**config.mk**
```make
export PLATFORM = sky130hd
export DESIGN_NAME = fetch_stage_flat
export DESIGN_NICKNAME = d
export VERILOG_FILES = /design/src/rtl/fetch_stage_pkg.sv /design/src/rtl/fetch_stage_if.sv /design/src/rtl/fetch_stage_if_id_reg.sv /design/src/rtl/fetch_stage.sv /design/src/flat_wrapper.sv
export SDC_FILE = /design/constraint.sdc
export NUM_CORES = 1
export LEC_CHECK = 0
export ABC_AREA = 1
export BUFFER_PORTS_ARGS = -buffer_cell sky130_fd_sc_hd__buf_2
export CORE_AREA = 2 2 94 142
export DETAILED_ROUTE_END_ITERATION = 10
export DIE_AREA = 0 0 96 144
export GPL_ROUTABILITY_DRIVEN = 0
export GPL_TIMING_DRIVEN = 0
export PLACE_DENSITY = 0.89
export SYNTH_ARGS = -nofsm -noshare
export SYNTH_HDL_FRONTEND = slang
export SYNTH_SLANG_ARGS = --single-unit
```
**constraint.sdc**
```tcl
create_clock -name clk -period 2.2 [get_ports clk]
set_input_delay 0.11 -clock clk [delete_from_list [all_inputs] [get_ports clk]]
set_output_delay 0.11 -clock clk [all_outputs]
set_load 0.03 [all_outputs]
```
**src/rtl/fetch_stage_pkg.sv**
```systemverilog
// Shared types and constants for the instruction fetch stage.
package fetch_stage_pkg;

  localparam int unsigned XLEN = 32;
  localparam logic [XLEN-1:0] NOP_INST = 32'h0000_0013;

  typedef enum logic [1:0] {
    ST_BOOT,
    ST_RUN,
    ST_FAULT
  } state_e;

  // Instruction word together with the PC it was fetched from.
  typedef struct packed {
    logic [XLEN-1:0] inst;
    logic [XLEN-1:0] pc;
  } if_id_t;

  // Instructions are word aligned; any low address bit set is a bad target.
  function automatic logic is_aligned(input logic [XLEN-1:0] addr);
    return addr[1:0] == 2'b00;
  endfunction

endpackage

```
**src/rtl/fetch_stage_if.sv**
```systemverilog
// Control, instruction-memory and IF/ID signals of the fetch stage.
interface fetch_stage_if;
  import fetch_stage_pkg::*;

  logic            stall;
  logic            flush;
  logic            redirect_valid;
  logic [XLEN-1:0] redirect_pc;
  logic [XLEN-1:0] imem_addr;
  logic [XLEN-1:0] imem_rdata;
  logic [XLEN-1:0] if_id_inst;
  logic [XLEN-1:0] if_id_pc;
  logic            if_id_valid;
  logic [XLEN-1:0] fetch_count;
  logic            fault;

  // Fetch stage side.
  modport master (
    input  stall, flush, redirect_valid, redirect_pc, imem_rdata,
    output imem_addr, if_id_inst, if_id_pc, if_id_valid, fetch_count, fault
  );

  // Surrounding pipeline / memory side.
  modport slave (
    output stall, flush, redirect_valid, redirect_pc, imem_rdata,
    input  imem_addr, if_id_inst, if_id_pc, if_id_valid, fetch_count, fault
  );

endinterface

```
**src/rtl/fetch_stage_if_id_reg.sv**
```systemverilog
// IF/ID pipeline register: load a fetched word, hold, or collapse to a bubble.
module if_id_reg
  import fetch_stage_pkg::*;
#(
  parameter logic [31:0] RESET_PC = 32'h0000_0000,
  parameter logic [31:0] NOP_INST = fetch_stage_pkg::NOP_INST
) (
  input  logic   clk,
  input  logic   rst,
  input  logic   load_i,
  input  logic   bubble_i,
  input  if_id_t payload_i,
  output if_id_t payload_o,
  output logic   valid_o
);

  if_id_t payload_q, payload_d;
  logic   valid_q, valid_d;

  // Bubble wins over load; a bubble keeps the previous PC.
  always_comb begin
    payload_d = payload_q;
    valid_d   = valid_q;
    if (bubble_i) begin
      payload_d.inst = NOP_INST;
      valid_d        = 1'b0;
    end else if (load_i) begin
      payload_d = payload_i;
      valid_d   = 1'b1;
    end
  end

  // Register update with synchronous reset to a bubble at RESET_PC.
  always_ff @(posedge clk) begin
    if (rst) begin
      payload_q.inst <= NOP_INST;
      payload_q.pc   <= RESET_PC;
      valid_q        <= 1'b0;
    end else begin
      payload_q <= payload_d;
      valid_q   <= valid_d;
    end
  end

  assign payload_o = payload_q;
  assign valid_o   = valid_q;

endmodule

```
**src/rtl/fetch_stage.sv**
```systemverilog
// Instruction fetch stage: PC, BOOT/RUN/FAULT control and fetch counter.
module fetch_stage
  import fetch_stage_pkg::*;
#(
  parameter logic [31:0] RESET_PC = 32'h0000_0000,
  parameter logic [31:0] NOP_INST = fetch_stage_pkg::NOP_INST
) (
  input logic         clk,
  input logic         rst,
  fetch_stage_if.master bus
);

  state_e          state_q, state_d;
  logic [XLEN-1:0] pc_q, pc_d;
  logic [XLEN-1:0] count_q, count_d;
  logic            fault_q, fault_d;
  logic            id_load, id_bubble;
  if_id_t          id_in, id_out;

  // Next-state and IF/ID control; priority redirect > stall > flush.
  always_comb begin
    state_d   = state_q;
    pc_d      = pc_q;
    count_d   = count_q;
    id_load   = 1'b0;
    id_bubble = 1'b0;
    case (state_q)
      ST_BOOT: state_d = ST_RUN;
      ST_RUN: begin
        if (bus.redirect_valid) begin
          id_bubble = 1'b1;
          if (is_aligned(bus.redirect_pc)) begin
            pc_d = bus.redirect_pc;
          end else begin
            state_d = ST_FAULT;
          end
        end else if (bus.stall) begin
          pc_d = pc_q;
        end else if (bus.flush) begin
          pc_d      = pc_q + XLEN'(4);
          id_bubble = 1'b1;
        end else begin
          pc_d    = pc_q + XLEN'(4);
          id_load = 1'b1;
          count_d = count_q + XLEN'(1);
        end
      end
      ST_FAULT: id_bubble = 1'b1;
      default:  state_d = ST_BOOT;
    endcase
    fault_d = (state_d == ST_FAULT);
  end

  // State, PC, counter and sticky fault flag.
  always_ff @(posedge clk) begin
    if (rst) begin
      state_q <= ST_BOOT;
      pc_q    <= RESET_PC;
      count_q <= '0;
      fault_q <= 1'b0;
    end else begin
      state_q <= state_d;
      pc_q    <= pc_d;
      count_q <= count_d;
      fault_q <= fault_d;
    end
  end

  assign id_in.inst = bus.imem_rdata;
  assign id_in.pc   = pc_q;

  if_id_reg #(
    .RESET_PC (RESET_PC),
    .NOP_INST (NOP_INST)
  ) u_if_id_reg (
    .clk       (clk),
    .rst       (rst),
    .load_i    (id_load),
    .bubble_i  (id_bubble),
    .payload_i (id_in),
    .payload_o (id_out),
    .valid_o   (bus.if_id_valid)
  );

  assign bus.imem_addr   = pc_q;
  assign bus.if_id_inst  = id_out.inst;
  assign bus.if_id_pc    = id_out.pc;
  assign bus.fetch_count = count_q;
  assign bus.fault       = fault_q;

endmodule

```
**src/flat_wrapper.sv**
```systemverilog
// flat-port wrapper written by rule: the top's interface ports become plain ports
module fetch_stage_flat import fetch_stage_pkg::*;
#(
  parameter logic [31:0] RESET_PC = 32'h0000_0000,
  parameter logic [31:0] NOP_INST = fetch_stage_pkg::NOP_INST
)
  (clk, rst, bus_stall, bus_flush, bus_redirect_valid, bus_redirect_pc, bus_imem_rdata, bus_imem_addr, bus_if_id_inst, bus_if_id_pc, bus_if_id_valid, bus_fetch_count, bus_fault);
  fetch_stage_if bus_i ();
  input logic clk;
  input logic rst;
  input wire logic [$bits(bus_i.stall)-1:0] bus_stall;
  input wire logic [$bits(bus_i.flush)-1:0] bus_flush;
  input wire logic [$bits(bus_i.redirect_valid)-1:0] bus_redirect_valid;
  input wire logic [$bits(bus_i.redirect_pc)-1:0] bus_redirect_pc;
  input wire logic [$bits(bus_i.imem_rdata)-1:0] bus_imem_rdata;
  output wire logic [$bits(bus_i.imem_addr)-1:0] bus_imem_addr;
  output wire logic [$bits(bus_i.if_id_inst)-1:0] bus_if_id_inst;
  output wire logic [$bits(bus_i.if_id_pc)-1:0] bus_if_id_pc;
  output wire logic [$bits(bus_i.if_id_valid)-1:0] bus_if_id_valid;
  output wire logic [$bits(bus_i.fetch_count)-1:0] bus_fetch_count;
  output wire logic [$bits(bus_i.fault)-1:0] bus_fault;
  assign bus_i.stall = bus_stall;
  assign bus_i.flush = bus_flush;
  assign bus_i.redirect_valid = bus_redirect_valid;
  assign bus_i.redirect_pc = bus_redirect_pc;
  assign bus_i.imem_rdata = bus_imem_rdata;
  assign bus_imem_addr = bus_i.imem_addr;
  assign bus_if_id_inst = bus_i.if_id_inst;
  assign bus_if_id_pc = bus_i.if_id_pc;
  assign bus_if_id_valid = bus_i.if_id_valid;
  assign bus_fetch_count = bus_i.fetch_count;
  assign bus_fault = bus_i.fault;
  fetch_stage #(.RESET_PC(RESET_PC), .NOP_INST(NOP_INST)) u_core (.clk(clk), .rst(rst), .bus(bus_i));
endmodule
```
==> metrics.yaml, run 1 <==
r2r_cells: 9
cts_sinks: 132
period_share_pct: 94.5
clkLatencyLatePin_ns: 0.42
grt_overflow_total: 0
grt_first_pass_wirelength_mm: 34.5
critPathLaunchType: "register"
finalSetupViolCount: 0
min_path_type: "primary input to register"
root_buffer: "clkbuf_16"
drt_wl_total_mm: 22.3
critPathLaunch: "u_core.bus.imem_addr[4]$_SDFFE_PP0P_"
grt_max_degree: 17
die-area_sq_um: 13800
fmax_ghz: 0.481
cts_tree: "yes"
grt_pass1_vias: 7322
final_util_pct: 68.3
area_growth_pct: 34.9
yosysWarnings: 0
yosysTopAreaCellShare_pct: 41.1
postSynthAreaPerCell_sq_um: 6.36
slew_viol_final: 0
antenna_found_initial: 0
ys_types: 33
cts_made_buffers: 17
max-clock-path-buffers: 2
rows: 51
power_density_nw_per_um2: 732
initialDrtViolationCount: 558
drtAntennaViolNets: 0
wl_per_cell_um: 15.5
r2r-start: "u_core.bus.imem_addr[4]$_SDFFE_PP0P_"
initial_core_util_pct: 50.7
post-dp-hpwl_mm: 15.9
ys.flop_type: "dfxtp_1"
htreeDepth: 4
required_ns: 2.48
first_pass_iters: 5
grtUsageTotal_pct: 32.4
nets: 1341
relSlewSlack_pct: 49.0
finalSetupTns_ns: 0
syn_nets: 1086
fin_skew_ns: 0.00945
ys_ff_latch: 132
hp-start: "bus_redirect_pc[16]"
yosys.area.top_type: "dfxtp_1"
syn_area_sq_um: 6430
dieWidth_um: 96
ir_worst_vdd_mv: 0.576
die_h_um: 144
pin_count: 199
drv_cap: 0
whs_path_depth: 5
io_buffers: 197
worst-path-max-fanout: 5
drc: 0
p_leak_nw: 3.69
core_sq_um: 12700
synth_edf_count: 0
via_per_inst: 5.36
rsz0062_at_grt: "false"
synthCells: 1011
seq_area_frac_synth_pct: 41.1
diodes: 0
async_reset_ff_share_pct: 0
drive_gt1_share_pct: 20.3
worst_pin_slew_ns: 0.764
status: "completed"
clk_pin_slew_ns: 0.06
finalHoldViolations: 0
critPathKind: "register to register"
vias: 7714
min_period_ns: 2.08
end_kind: "register"
yosys-top-cells-area: "dfxtp_1 41%, nand2_1 19%, nor2_1 11%"
worstPathArrival_ns: 2.36
[through the flow]
step | hold WS (ns) | power [mW] | setup WS, ns | area [sq um] | cells
6_report | 0.0456 | 6.35 | 0.120 | 8680 | 1438
4_1_cts | 0.0353 | 6.33 | 0.136 | 8640 | 1435
3_5_place_dp | 0.343 | 3.14 | 0.156 | 7620 | 1367
5_1_grt | 0.0825 | 6.53 | 0.0248 | 8680 | 1438
2_1_floorplan | 0.236 | 2.92 | 0.433 | 6430 | 1011
3_3_place_gp | 0.321 | 3.13 | 0.212 | 7620 | 1367
[per-layer routing]
metal  wire length (um)  vias up  track usage [%]
li1                   -     3721                -
met1               7690     3447             32.6
met2              11100      436             57.0
met3               2020      110             8.70
met4               1460        0             21.8
met5                  0        -                0
[critical path, cell delays in order, from the launching register on]
cell	delay, ns
dfxtp_1	0.42
inv_1	0.17
nor2_1	0.33
nand2_1	0.18
nor2_1	0.46
nand2_1	0.10
nand2_1	0.08
nand3_1	0.07
nand2_1	0.09
a21oi_1	0.05
[cell type report]
cell class	count	area [sq um]
fillers	1020	4020
multi-input cells	769	3350
flip-flops and latches	132	2640
repair buffers	236	1370
clock buffers	24	492
inverters	69	259
well taps	159	199
plain buffers	41	194
clock inverters	8	170
[power breakdown]
group | switching, mW | internal (mW) | total [mW]
combinational | 0.429 | 0.229 | 0.658
sequential | 0.0660 | 2.44 | 2.51
clock | 1.05 | 2.13 | 3.18
[cell usage in the layout, fill, tap and decap left out, types with 5 or more instances in the layout]
cell / instances
clkbuf_16: 17
dlygate4sd3_1: 36
xor2_1: 6
inv_1: 64
nor2_1: 194
dfxtp_1: 132
buf_1: 7
a21oi_1: 106
bufinv_16: 5
o21ai_0: 35
buf_4: 6
nand2_1: 329
nand4_1: 8
buf_2: 208
ha_1: 5
clkbuf_1: 21
nand3b_1: 5
nand3_1: 52
[synth_stat cells (3+ instances only)]
| library cell | n |
|---|---|
| xor2_1 | 6 |
| clkbuf_1 | 18 |
| a21oi_1 | 106 |
| nand3b_1 | 5 |
| ha_1 | 6 |
| nor3_1 | 4 |
| dfxtp_1 | 132 |
| a31oi_1 | 4 |
| nor2_1 | 195 |
| buf_4 | 3 |
| inv_2 | 4 |
| nand2_1 | 329 |
| buf_1 | 7 |
| o21ai_0 | 35 |
| inv_1 | 64 |
| nand3_1 | 52 |
| buf_2 | 11 |
| nand2_2 | 3 |
| nand4_1 | 8 |
[sequential cells by signal (all words and copies together) (netlist names)]
| register | flops |
|---|---|
| u_core.bus.fault | 1 |
| u_core.bus.fetch_count | 32 |
| u_core.bus.imem_addr | 32 |
| u_core.state_q | 2 |
| u_core.u_if_id_reg.payload_o | 64 |
| u_core.u_if_id_reg.valid_o | 1 |
[worst paths after layout]
check                                                  endpoint  slack, ns
setup reg to reg          u_core.bus.imem_addr[25]$_SDFFE_PP0P_       0.12
setup / recovery          u_core.bus.imem_addr[25]$_SDFFE_PP0P_       0.12
hold / removal            u_core.bus.imem_addr[16]$_SDFFE_PP0P_       0.05
hold reg to reg   u_core.u_if_id_reg.payload_o[57]$_SDFFE_PP0P_       0.46
[cell families after synthesis]
group	Yosys count	share of synthesized area, %
simple gates	604	37.6
xor+xnor	7	0.953
buf+inv	110	7.04
compound gates	152	12.2
flops	132	41.1
fa+ha+maj	6	1.17
[timing repair]
| action | CTS | global route |
|---|---|---|
| hold buffers | 36 | 0 |
| setup buffers | 0 | 3 |
| endpoints found under the hold margin | 36 | 0 |
| endpoints found under the setup margin | 0 | 22 |
| gates resized for setup | 0 | 4 |
Note: power is estimated with default switching activity, not from simulation.
==> run 2, diff against run 1 <==
--- a/config.mk
+++ b/config.mk
@@ -11,7 +11,6 @@
 export DETAILED_ROUTE_END_ITERATION = 10
 export DIE_AREA = 0 0 96 144
 export GPL_ROUTABILITY_DRIVEN = 0
-export GPL_TIMING_DRIVEN = 0
 export PLACE_DENSITY = 0.89
 export SYNTH_ARGS = -nofsm -noshare
 export SYNTH_HDL_FRONTEND = slang
==> constraint.sdc (replaced) <==
create_clock -name clk -period 2.2 [get_ports clk]
set_input_delay 0.44 -clock clk [delete_from_list [all_inputs] [get_ports clk]]
set_output_delay 0.44 -clock clk [all_outputs]
set_load 0.1 [all_outputs]
==> run 2 against run 1 <==
  * Global-route usage shrank 3.3 points
  * Combinational power grew 27%
  * Final area shrank 5.9%
  * Critical path depth grew 3
  * Critical path type unchanged
  * Largest cell class unchanged
==> metrics.yaml, run 2 (synthesis results as in run 1) <==
r2r_cells: 12
layout_common_cells: "328 x nand2_1, 198 x buf_2, 195 x nor2_1"
hold_end: "u_core.u_if_id_reg.payload_o[33]$_SDFFE_PP1P_"
power_density_nw_per_um2: 745
ir_worst_vdd_mv: 0.536
period_share_pct: 91.5
worstPathArrival_ns: 2.30
drive_gt1_share_pct: 21.6
p_leak_nw: 3.47
htreeDepth: 4
dieWidth_um: 96
layout_commonest_cell: "nand2_1"
wl_per_cell_um: 14.4
min_period_ns: 2.01
initial_core_util_pct: 50.7
max-clock-path-buffers: 2
io_buffers: 198
grt_max_degree: 49
drt_wl_total_mm: 19.8
diodes: 0
clkLatencyLatePin_ns: 0.42
critPathKind: "register to register"
min_path_type: "primary input to register"
nets: 1280
path_cells: "inv_1, ha_1, nand2_1, nand2_1, inv_2, o21ai_2, nand2_2, nand2_2, buf_12, nor2_1, a21oi_1, nor2_1"
required_ns: 2.49
critPathLaunchType: "register"
grt_overflow_total: 0
finalSetupTns_ns: 0
crit_path_max_incr_delay_ns: 0.33
layout_setup_ws_ns: 0.188
area_growth_pct: 26.9
rows: 51
critical_path.slowest_cell: "dfxtp_1"
hp-start: "bus_imem_rdata[1]"
whs_path_depth: 3
drv_cap: 0
post_cts_resized: 0
status: "completed"
r2r-start: "u_core.state_q[1]$_SDFF_PP0_"
post-place-ws_ns: 0.238
cts_tree: "yes"
post-dp-hpwl_mm: 14.5
end_kind: "register"
worst-path-max-fanout: 38
initialDrtViolationCount: 339
fmax_ghz: 0.497
rrSetupSlack_ns: 0.19
first_pass_iters: 5
cts_made_buffers: 17
finalHoldViolations: 0
worst_pin_slew_ns: 0.553
rsz0062_at_grt: "false"
pin_count: 199
via_per_inst: 5.31
die-area_sq_um: 13800
drtAntennaViolNets: 0
grtUsageTotal_pct: 29.2
clk_pin_slew_ns: 0.06
slew_viol_final: 0
r2r-end: "u_core.u_if_id_reg.payload_o[14]$_SDFFE_PP0P_"
grt_pass1_vias: 6850
fin_skew_ns: 0.0128
cts_sinks: 132
finalSetupViolCount: 0
grt_first_pass_wirelength_mm: 31.5
relSlewSlack_pct: 63.4
largest_register_ffs: 64
antenna_found_initial: 0
ctsHoldBuffers: 0
die_h_um: 144
core_sq_um: 12700
vias: 7312
drc: 0
post_cts_buffers: 0
root_buffer: "clkbuf_16"
==> run 2: changes by cell type in the layout (fill, tap and decap cells not counted), moves of 3 or more <==
cell and delta:
inv_6 +5, buf_2 -10, clkinvlp_4 +3, clkbuf_1 -21, buf_4 +10, buf_1 -7
dlygate4sd3_1 -36, bufinv_16 -4, clkbuf_8 -4
==> run 2: where the power goes <==
group	switching (mW)	total [mW]	internal [mW]
logic	0.647	0.837	0.189
clock network	1.16	2.74	1.58
registers	0.0626	2.51	2.44
==> run 2: per-stage QoR <==
| stage | utilization [%] | cell area [sq um] | hold slack, ns | cells | total power [mW] |
|---|---|---|---|---|---|
| floorplan | - | 6430 | 0.566 | 1011 | 3.17 |
| global placement | 59.8 | 7590 | 0.445 | 1345 | 3.37 |
| detailed placement | 59.8 | 7590 | 0.448 | 1345 | 3.39 |
| CTS | 64.3 | 8160 | 0.225 | 1377 | 6.10 |
| global route | 64.3 | 8160 | 0.225 | 1377 | 6.29 |
| finish | 64.3 | 8160 | 0.236 | 1377 | 6.08 |
==> run 2: routing by layer <==
metal | wire, um | GRT usage [%] | part of all wire [%] | vias to the layer above
li1 | - | - | - | 3590
met1 | 7030 | 30.1 | 35 | 3236
met2 | 9910 | 49.8 | 50 | 394
met3 | 1720 | 8.81 | 8.7 | 92
met4 | 1150 | 19.5 | 5.8 | 0
met5 | 0 | 0 | 0 | -
==> run 2: worst max path at each step <==
| stage | from | end | slack (ns) | cells after the start |
|---|---|---|---|---|
| after CTS | u_core.state_q[1]$_SDFF_PP0_ | u_core.u_if_id_reg.payload_o[16]$_SDFFE_PP0P_ | 0.18 | 12 |
| final | u_core.state_q[1]$_SDFF_PP0_ | u_core.u_if_id_reg.payload_o[14]$_SDFFE_PP0P_ | 0.19 | 12 |
| after global placement | u_core.state_q[1]$_SDFF_PP0_ | u_core.u_if_id_reg.payload_o[30]$_SDFFE_PP0P_ | 0.35 | 12 |
| after global routing | u_core.state_q[1]$_SDFF_PP0_ | u_core.u_if_id_reg.payload_o[16]$_SDFFE_PP0P_ | 0.02 | 12 |
| after detailed placement | u_core.state_q[1]$_SDFF_PP0_ | u_core.u_if_id_reg.payload_o[14]$_SDFFE_PP0P_ | 0.24 | 12 |
| after floorplan | u_core.bus.imem_addr[4]$_SDFFE_PP0P_ | u_core.bus.imem_addr[25]$_SDFFE_PP0P_ | 0.009 | 9 |
==> run 2: worst max-delay path, delay by kind of cell (launching register included) <==
kind | cells | cell delay [ns]
DFF | 1 | 0.33
adders and majority gates | 1 | 0.27
buffers and inverters | 3 | 0.39
and+or+nand+nor | 6 | 0.62
AOI/OAI and AO/OA | 2 | 0.25
==> run 2: final cells by class <==
class | instances | area [sq um]
repair buffers | 216 | 1150
well taps | 159 | 199
fillers | 1150 | 4530
inverters | 69 | 259
clock buffers | 17 | 425
multi-input cells | 769 | 3340
flip-flops and latches | 132 | 2650
clock inverters | 15 | 145
